$ cat config.mk
export PLATFORM = sky130hd
export DESIGN_NAME = uart_rx
export DESIGN_NICKNAME = d
export VERILOG_FILES = /design/src/rtl/uart_pkg.sv /design/src/rtl/uart_sync2.sv /design/src/rtl/uart_rx.sv
export SDC_FILE = /design/constraint.sdc
export NUM_CORES = 1
export LEC_CHECK = 0
export ABC_CLOCK_PERIOD_IN_PS = 2000
export CAP_MARGIN = 20
export CORE_MARGIN = 4
export CORE_UTILIZATION = 29
export CTS_CLUSTER_DIAMETER = 60
export DETAILED_ROUTE_END_ITERATION = 16
export PLACE_DENSITY = 0.49
export SYNTH_ARGS = -nofsm -noshare
export SYNTH_HDL_FRONTEND = slang
export SYNTH_SLANG_ARGS = --single-unit
$ cat constraint.sdc
create_clock -name clk -period 2 [get_ports clk]
set_input_delay 0.3 -clock clk [delete_from_list [all_inputs] [get_ports clk]]
set_output_delay 0.3 -clock clk [all_outputs]
set_load 0.005 [all_outputs]
$ cat src/rtl/uart_pkg.sv
// Shared UART definitions: receiver/transmitter state encodings, default bit
// period and the mid-bit offset used to qualify start bits.
package uart_pkg;

  typedef enum logic [2:0] {
    IDLE    = 3'd0,
    START   = 3'd1,
    DATA    = 3'd2,
    STOP    = 3'd3,
    CLEANUP = 3'd4,
    BREAK   = 3'd5
  } rx_state_t;

  localparam int CLKS_PER_BIT_DEFAULT = 870;

  // Offset from start-bit entry to the middle of the start bit.
  function automatic logic [15:0] half_count(input int clks_per_bit);
    return 16'((clks_per_bit - 1) / 2);
  endfunction

endpackage

$ cat src/rtl/uart_sync2.sv
// Generic two-flop synchroniser for a single asynchronous input, with a
// selectable reset value so idle-high lines come out of reset idle.
module uart_sync2 #(
  parameter logic RESET_VALUE = 1'b1
) (
  input  logic clk,
  input  logic reset,
  input  logic async_in,
  output logic sync_out
);

  logic meta;

  always_ff @(posedge clk) begin
    if (reset) begin
      meta     <= RESET_VALUE;
      sync_out <= RESET_VALUE;
    end else begin
      meta     <= async_in;
      sync_out <= meta;
    end
  end

endmodule

$ cat src/rtl/uart_rx.sv
// 8N1 UART receiver: mid-bit sampling, LSB first, one-cycle done/frame-error
// strobes; a low stop bit parks the FSM until the line returns high.
//
//   state   | meaning
//   IDLE    | line idle, waiting for a falling edge
//   START   | counting to mid start bit, rejecting glitches
//   DATA    | sampling 8 data bits at mid-bit
//   STOP    | sampling the stop bit
//   CLEANUP | one cycle gap before re-arming
//   BREAK   | stop bit was low, wait for line high
module uart_rx
  import uart_pkg::*;
#(
  parameter int CLKS_PER_BIT = CLKS_PER_BIT_DEFAULT
) (
  input  logic       clk,
  input  logic       reset,
  input  logic       inputRx,
  output logic [7:0] outputRxByte,
  output logic       doneRx,
  output logic       isRxActive,
  output logic       frameError
);

  localparam logic [15:0] HALF = half_count(CLKS_PER_BIT);
  localparam logic [15:0] LAST = 16'(CLKS_PER_BIT - 1);

  logic        rx_sync;
  rx_state_t   state, state_n;
  logic [15:0] clock_count, count_n;
  logic [2:0]  bit_index, index_n;
  logic [7:0]  shift_reg, shift_n;
  logic [7:0]  byte_n;
  logic        done_n, ferr_n, active_n;

  uart_sync2 #(.RESET_VALUE(1'b1)) u_sync (
    .clk      (clk),
    .reset    (reset),
    .async_in (inputRx),
    .sync_out (rx_sync)
  );

  always_ff @(posedge clk) begin
    if (reset) begin
      state        <= IDLE;
      clock_count  <= '0;
      bit_index    <= '0;
      shift_reg    <= '0;
      outputRxByte <= '0;
      doneRx       <= 1'b0;
      frameError   <= 1'b0;
      isRxActive   <= 1'b0;
    end else begin
      state        <= state_n;
      clock_count  <= count_n;
      bit_index    <= index_n;
      shift_reg    <= shift_n;
      outputRxByte <= byte_n;
      doneRx       <= done_n;
      frameError   <= ferr_n;
      isRxActive   <= active_n;
    end
  end

  always_comb begin
    state_n  = state;
    count_n  = clock_count + 16'd1;
    index_n  = bit_index;
    shift_n  = shift_reg;
    byte_n   = outputRxByte;
    done_n   = 1'b0;
    ferr_n   = 1'b0;
    active_n = isRxActive;
    case (state)
      IDLE: begin
        count_n  = '0;
        index_n  = '0;
        active_n = 1'b0;
        if (!rx_sync) state_n = START;
      end
      START: begin
        if (clock_count == HALF) begin
          count_n = '0;
          if (!rx_sync) begin
            state_n  = DATA;
            active_n = 1'b1;
          end else begin
            state_n = IDLE;
          end
        end
      end
      DATA: begin
        if (clock_count == LAST) begin
          count_n            = '0;
          shift_n[bit_index] = rx_sync;
          if (bit_index == 3'd7) state_n = STOP;
          else                   index_n = bit_index + 3'd1;
        end
      end
      STOP: begin
        if (clock_count == LAST) begin
          count_n  = '0;
          active_n = 1'b0;
          if (rx_sync) begin
            byte_n  = shift_reg;
            done_n  = 1'b1;
            state_n = CLEANUP;
          end else begin
            ferr_n  = 1'b1;
            state_n = BREAK;
          end
        end
      end
      CLEANUP: begin
        count_n  = '0;
        active_n = 1'b0;
        state_n  = IDLE;
      end
      BREAK: begin
        count_n  = '0;
        active_n = 1'b0;
        if (rx_sync) state_n = IDLE;
      end
      default: begin
        count_n  = '0;
        active_n = 1'b0;
        state_n  = IDLE;
      end
    endcase
  end

endmodule

==> run summary, run 1 <==
The antenna diode instance count was 0; the layout net count was 240. The initial antenna violation count is 0, and the number of resized instances in the post-cts repair step is 0. The run gives 0.2967 as the initial core utilization. The buffer count from post-CTS setup fixing was 0; the number of synthesis warnings was 0. The floorplan step defined a die boundary enclosing 8306 um2. Derived from the worst setup path, the maximum achievable clock frequency is 533.6 MHz. The delay of the slowest cell on the worst path was 0.44 ns. The minimum clock period is 1.874 ns. Grouping stages by cell kind, the critical path spends the most delay in simple AND/OR/NAND/NOR gates.

The mapped netlist covers 2004 um2. The maximum number of pins on one net before global-route repair is 27. A synthesized cell averages 9.637 um2. The total via count in the routed design came out at 1456. The most used routing layer in global routing is met2. The run gives 2271 um2 as the placed instance area.

The global-route track usage on met1 was 0.1298. The critical path capture point type is a register. The fraction of final layout cells sized beyond drive strength 1 is 0.1974. Between clock sinks in the finished design, the worst skew comes to 0.01017 ns. The proportion of synthesized flip-flops having asynchronous set or reset is 0.

CTS placed an instance of clkbuf_8 at the clock tree root. TritonCTS built the clock tree. The flow ran to the end, and the final reports show no timing, DRC or antenna violations.

The clock passes through at most 2 buffers. Counting flops with a built-in enable in the synthesized netlist gives 0. The critical path is of the register to register type. At the worst endpoint, the required time is 2.19 ns.

The fraction of post-synthesis cell area in the top cell type by area was 0.4295; the detailed placer's ending HPWL was 2758 um. The final setup violation count is 0. After technology mapping, the gate count stands at 208.

For the worst-skew pair, the clock arrives at the later sink with an insertion delay of 0.29 ns. The run gives 0 as the number of hold violations in the final report. The tools report the number of global-route vias before repair as 1417.

For the post-route setup TNS, the log shows 0 ns. The filler cells instantiated in the layout total 709. The run gives 0 as the final max-slew violation count.

After synthesis, the most frequently instantiated cells are dfxtp_1 (43), nor2_1 (36), mux2i_1 (16). The number of flip-flops under the largest register name is 16. CTS built an H-tree with a depth of 2. The average wire per standard cell works out to 12.13 um. Summing all non-filler instances in the final layout gives an area of 2356 um2. The die is 91.14 um tall. The tools report the remaining number of nets flagged by the antenna check after routing as 0.

By area the synthesized netlist is led by dfxtp_1 (43%), mux2i_1 (8.0%), nor2_1 (6.7%). The met2 track utilization from global routing was 0.1533; the flip-flop and latch count after synthesis was 43. Combined buffer and inverter count along the critical path: 0. Placeable core region: 6756 um2.

The worst setup path is launched from a register. The logs give 0.02651 for the met3 track utilization from global routing and 0.8090 for the placer's final routability congestion estimate. Timing analysis after detailed placement gives a worst setup slack of 0.1226 ns. At the pin with the least slew margin, the transition time is 0.3863 ns. For this design, the CTS-stage hold fixing added 0 buffers. The top flip-flop cell by instance count after synthesis was dfxtp_1.

Setup slack on the critical path of the routed design comes to 0.1260 ns. The tools report the relative max-transition margin as 0.7391. Worst hold path class: register to register. The number of CTS-inserted buffers is 5, and the portion of the clock cycle consumed by the worst path in the final layout is 0.9370. Along the worst path, the maximum fanout reaches 6. For the maximum VDD drop, the log shows 0.3272 mV. The wire length of the first global-routing pass was 6658 um. The clock net in this run drives a total of 43 sinks. After floorplanning, the core was divided into 30 placement rows. Data on the critical path arrives at its endpoint at 2.06 ns. The most common cell in the synthesized netlist is dfxtp_1. The tools report the count of TritonRoute iterations in the first routing pass as 4. Clock-pin slew was measured on the worst setup and hold paths at 0.09 ns. Setup repair after global routing left no endpoint under its margin. Global routing finished with a remaining overflow of 0. For the all-layer global routing usage, the log shows 0.09696.

The post-synthesis cell type with the largest combined area was dfxtp_1. The slowest stage of the critical path is the dfxtp_1 cell. For the number of library cell types mapped by synthesis, the log shows 44. For the final wirelength, the log shows 3798 um.

In this run the tool buffered the top-level ports with 13 buffer cells. After detailed routing, the number of remaining DRC violations is 0. The number of nets in the synthesized netlist is 216.

Using the TritonRoute via totals, the vias-per-cell ratio works out to 4.652. Summed over all cells, the static leakage comes to 0.8544 nW. In this run the power density over the cells is 697.6 nW/um2. For this block, the initial DRC count from the detailed router was 96. From synthesis to final layout, the design area changed by 17.54%.

Traced cell by cell, the critical path runs through ha_1 -> and4bb_1 -> nand4_2 -> a221o_1 -> nor2_2 -> mux2_1. The sequential share of the synthesized area is 0.4295. The horizontal die dimension is 91.14 um, and the boundary pin count is 14.

Max-cap violations in this run came to 0.
routing by layer:
metal  routed length, um  share of wire
met5                   0              0
met4                  35         0.0092
met3                 100          0.026
met2                1722           0.45
met1                1939           0.51
worst paths after layout:
path | to | slack [ns] | start | cells after the start
max | state[0] | 0.13 | clock_count[0] | 6
min | u_sync.sync_out | 0.42 | u_sync.meta | 1
max reg2reg | state[0] | 0.13 | clock_count[0] | 6
min reg2reg | u_sync.sync_out | 0.42 | u_sync.meta | 1
per-stage QoR:
step	hold slack [ns]	util	instances	total power, W
2_1_floorplan	0.3895	-	208	0.001077
3_3_place_gp	0.4085	0.3361	305	0.001134
3_5_place_dp	0.4012	0.3361	305	0.001132
4_1_cts	0.4211	0.3487	313	0.001675
5_1_grt	0.4409	0.3487	313	0.001755
6_report	0.4161	0.3487	313	0.001644
power by group:
part	internal [W]	switching, W
clock	0.000244	0.000292
sequential	0.000874	0.0000152
combinational	0.0000825	0.000136
total	0.00120	0.000443
cells by family (layout without fill, tap and decap cells):
family	count (synthesis)	in the layout	synth area share
xor+xnor	14	14	0.06117
flops	43	43	0.4295
fa+ha+maj	5	5	0.03121
compound gates	14	14	0.05182
buf+inv	13	38	0.03620
simple gates	102	102	0.3046
mux	17	17	0.08552
layout make-up:
cell class / instances / area [um2] / area share
Inverter: 5 / 18.77 / 0.007966
Clock buffer: 6 / 72.57 / 0.03080
Timing Repair Buffer: 25 / 220.2 / 0.09347
Clock inverter: 2 / 12.51 / 0.005311
Tap cell: 80 / 100.1 / 0.04249
Multi-Input combinational cell: 152 / 1071 / 0.4546
Sequential cell: 43 / 860.8 / 0.3654
layout by cell type (no fill, tap or decap), types with 2 or more instances in the layout:
cell / n
nand2_1: 6
nor3_1: 9
ha_1: 5
nand4_1: 2
clkbuf_8: 5
nand4_2: 2
nor2_2: 11
buf_4: 12
inv_1: 5
a22o_1: 2
dfxtp_1: 43
nor2_1: 36
xor2_1: 7
clkdlybuf4s50_1: 13
nand2b_1: 3
nand3_1: 9
a21oi_1: 2
nor4_2: 2
nor3_2: 6
or2_2: 2
and4_1: 4
mux2i_1: 16
xnor2_1: 7
worst register-to-register path, cell delays in order (launching register included):
cell and delay, ns:
dfxtp_1 0.44, ha_1 0.17, and4bb_1 0.22, nand4_2 0.12, a221o_1 0.36, nor2_2 0.15, mux2_1 0.32
Note: power is estimated with default switching activity, not from simulation.
==> run 2, diff against run 1 <==
--- a/config.mk
+++ b/config.mk
@@ -9,6 +9,7 @@
 export CAP_MARGIN = 20
 export CORE_MARGIN = 4
 export CORE_UTILIZATION = 29
+export CTS_BUF_LIST = sky130_fd_sc_hd__clkbuf_8
 export CTS_CLUSTER_DIAMETER = 60
 export DETAILED_ROUTE_END_ITERATION = 16
 export PLACE_DENSITY = 0.49
==> run 2 against run 1 <==
Total power is 0.28% lower. Count of clock-buffer cells in the layout shrank 1. Sequential power is essentially flat. Die area did not move. Core utilization stayed put. Clock skew about the same. Sequential cell count unchanged. Register-to-register slack hardly changed. Sequential share of layout area is the same.
==> run summary, run 2 (synthesized netlist as in run 1, its figures left out) <==
The run finished with clean final reports. The combined buffer and inverter count along the critical path works out to 0 (unchanged). The tools report the maximum number of pins on one net before global-route repair as 27 (unchanged). For the clock tree skew after final layout, the log shows 0.01053 ns (was 0.01017 ns). The largest driver fanout on the critical path works out to 6 (unchanged). The endpoint of the worst-slack reg-to-reg timing path was state[0] (unchanged). Total via count in the routed design: 1456 (unchanged). The tools report the post-route setup TNS as 0 ns (unchanged). The all-layer global routing usage is 0.09696 (unchanged). The tools report the placeable core region as 6756 um2 (unchanged). The tools report the cell chosen for the clock root as clkbuf_8 (unchanged).

The portion of the clock cycle consumed by the worst path in the final layout is 0.9368 (was 0.9370). The logs give 4 (unchanged) for the count of TritonRoute iterations in the first routing pass and 6658 um (unchanged) for the wire length of the first global-routing pass. The final max-slew violation count was 0 (unchanged). The critical path class was register to register (unchanged). The logs give 0 (unchanged) for the post-cts hold buffer count and 0 (unchanged) for the final setup violation count. The minimum clock period is 1.874 ns (about the same), and the initial detailed-routing violation count is 96 (unchanged). The worst reg2reg path startpoint is clock_count[0] (unchanged). The number of resized instances in the post-cts repair step came out at 0 (unchanged).

The detailed placer's ending HPWL was 2758 um (unchanged). The critical path capture point type is a register (unchanged). The highest clock frequency the design can meet is 533.7 MHz (was 533.6 MHz), and the required time at the endpoint of the critical path is 2.19 ns (about the same). The logs give 0.8090 (unchanged) for the placer's final routability congestion estimate and 1417 (unchanged) for the number of global-route vias before repair.

The run gives 240 (unchanged) as the layout net count. The final wirelength is 3799 um (was 3798 um). The data arrival time of the worst path came out at 2.06 ns (about the same).

The maximum number of buffers from clock root to sink was 2 (unchanged). Leakage power figure: 0.8585 nW (was 0.8544 nW). The beginning of the critical path was clock_count[0] (unchanged).

The remaining number of nets flagged by the antenna check after routing is 0 (unchanged). Source of the worst hold timing path: u_sync.meta (unchanged). The cell depth of the worst hold path was 1 (unchanged). The relative max-transition margin is 0.7391 (unchanged).

The average wire per standard cell is 12.14 um (was 12.13 um), and the overall power of the completed layout is 0.001639 W (was 0.001644 W). Worst hold path class: register to register (unchanged). The signed area change from the synthesized netlist to the final layout is 17.54% (unchanged), and the H-tree depth is 2 (unchanged). The tools report the end point of the most critical hold path as u_sync.sync_out (unchanged). The tools report the area taken by flip-flops and latches as 860.8 um2 (unchanged). The die height works out to 91.14 um (unchanged). Commonest non-fill, non-tap cells in the layout: dfxtp_1 (43), nor2_1 (36), mux2i_1 (16), clkdlybuf4s50_1 (13), buf_4 (12) (unchanged).

The run gives 0 (unchanged) as the max-cap check violation count. The post-CTS clock slew at the launch and capture registers of the worst setup and hold paths was 0.09 ns (about the same); the cell row count was 30 (unchanged). The ratio of routed vias to standard cells works out to 4.652 (unchanged). The antenna diode instance count was 0 (unchanged); the global route total overflow was 0 (unchanged).

Worst-case reg-to-reg path depth: 6 (unchanged). The power density over the cells is 695.6 nW/um2 (was 697.6 nW/um2), and the initial antenna violation count is 0 (unchanged). The category of the worst setup path launch point is a register (unchanged). The logs give 5 (unchanged) for the number of CTS-inserted buffers and 0.13 ns (about the same) for the setup slack of the worst register-to-register path. Buffer count from post-CTS setup fixing: 0 (unchanged). The tools report the area of the die as 8306 um2 (unchanged).

The most common cell after layout, fill and taps aside is dfxtp_1 (unchanged). Clock insertion delay at the later pin of the skew report: 0.29 ns (about the same). Chain of cells forming the critical path: ha_1 -> and4bb_1 -> nand4_2 -> a221o_1 -> nor2_2 -> mux2_1 (unchanged). The worst-path cell with the longest stage delay is dfxtp_1 (unchanged). The fill cell total of the finished layout is 709 (unchanged).

TritonCTS built the clock tree. The number of port buffers works out to 13 (unchanged). The horizontal die dimension was 91.14 um (unchanged).

The initial core utilization came out at 0.2967 (unchanged). The maximum VDD drop is 0.3174 mV (was 0.3272 mV). The cell type group with the largest total delay on the critical path is simple AND/OR/NAND/NOR gates (unchanged). The fraction of final layout cells sized beyond drive strength 1 was 0.1974 (unchanged). The number of flip-flops under the largest register name was 16 (unchanged); the DRC violation count after routing was 0 (unchanged). The run gives 1071 um2 (unchanged) as the area of combinational cells with multiple inputs. The number of hold violations in the final report was 0 (unchanged).

The boundary pin count was 14 (unchanged); the delay of the slowest cell on the worst path was 0.44 ns (about the same). The transition time of the tightest slew-check pin works out to 0.3863 ns (unchanged). Setup repair after global routing left no endpoint under its margin. For the number of sinks on the clock net, the log shows 43 (unchanged).
-- run 2: changes by cell type in the layout (fill, tap and decap cells not counted), sizes merged --
cell    delta
clkbuf     -1
inv        +1
-- run 2: metal layers --
metal	wire, um	vias up	global-route usage
met5	0	-	0
met4	35	0	0.02638
met3	100	4	0.02651
met2	1723	11	0.1533
met1	1939	676	0.1298
li1	-	765	-
-- run 2: worst max path at each step --
| stage | endpoint | slack (ns) | cells after the start |
|---|---|---|---|
| after floorplan | state[0] | 0.19 | 6 |
| after global placement | state[0] | 0.15 | 6 |
| after detailed placement | state[0] | 0.12 | 6 |
| after CTS | state[0] | 0.12 | 6 |
| after global routing | state[0] | 0.03 | 6 |
| final | state[0] | 0.13 | 6 |
-- run 2: final cells by class --
type / count / share of cell area
Sequential cell: 43 / 0.3654
Timing Repair Buffer: 25 / 0.09347
Clock buffer: 5 / 0.02921
Tap cell: 80 / 0.04249
Inverter: 5 / 0.007966
Multi-Input combinational cell: 152 / 0.4546
Clock inverter: 3 / 0.006904
-- run 2: worst register-to-register path, delay by kind of cell, from the launching register on --
family                     cells  cell delay, ns
AOI/OAI and AO/OA              1            0.36
adders and majority gates      1            0.17
DFF                            1            0.44
muxes                          1            0.32
and+or+nand+nor                3            0.49
-- run 2: through the flow --
| step | area [um2] | instances | utilization | worst slack [ns] | hold WS, ns |
|---|---|---|---|---|---|
| global placement | 2271 | 305 | 0.3361 | 0.1513 | 0.4085 |
| finish | 2356 | 313 | 0.3487 | 0.1265 | 0.4161 |
| floorplan | 2004 | 208 | - | 0.1874 | 0.3895 |
| CTS | 2356 | 313 | 0.3487 | 0.1151 | 0.4211 |
| detailed placement | 2271 | 305 | 0.3361 | 0.1226 | 0.4012 |
| global route | 2356 | 313 | 0.3487 | 0.03460 | 0.4409 |
-- run 2: power by group --
group          internal [W]  switching, W  total [W]
combinational     0.0000825      0.000136   0.000218
sequential         0.000874     0.0000152   0.000889
clock              0.000239      0.000292   0.000531
==> run 3, diff against run 2 <==
--- a/config.mk
+++ b/config.mk
@@ -11,6 +11,7 @@
 export CORE_UTILIZATION = 29
 export CTS_BUF_LIST = sky130_fd_sc_hd__clkbuf_8
 export CTS_CLUSTER_DIAMETER = 60
+export CTS_CLUSTER_SIZE = 14
 export DETAILED_ROUTE_END_ITERATION = 16
 export PLACE_DENSITY = 0.49
 export SYNTH_ARGS = -nofsm -noshare
==> results of run 3 <==
No change in the layout: final DEF, timing and power equal those of run 2.
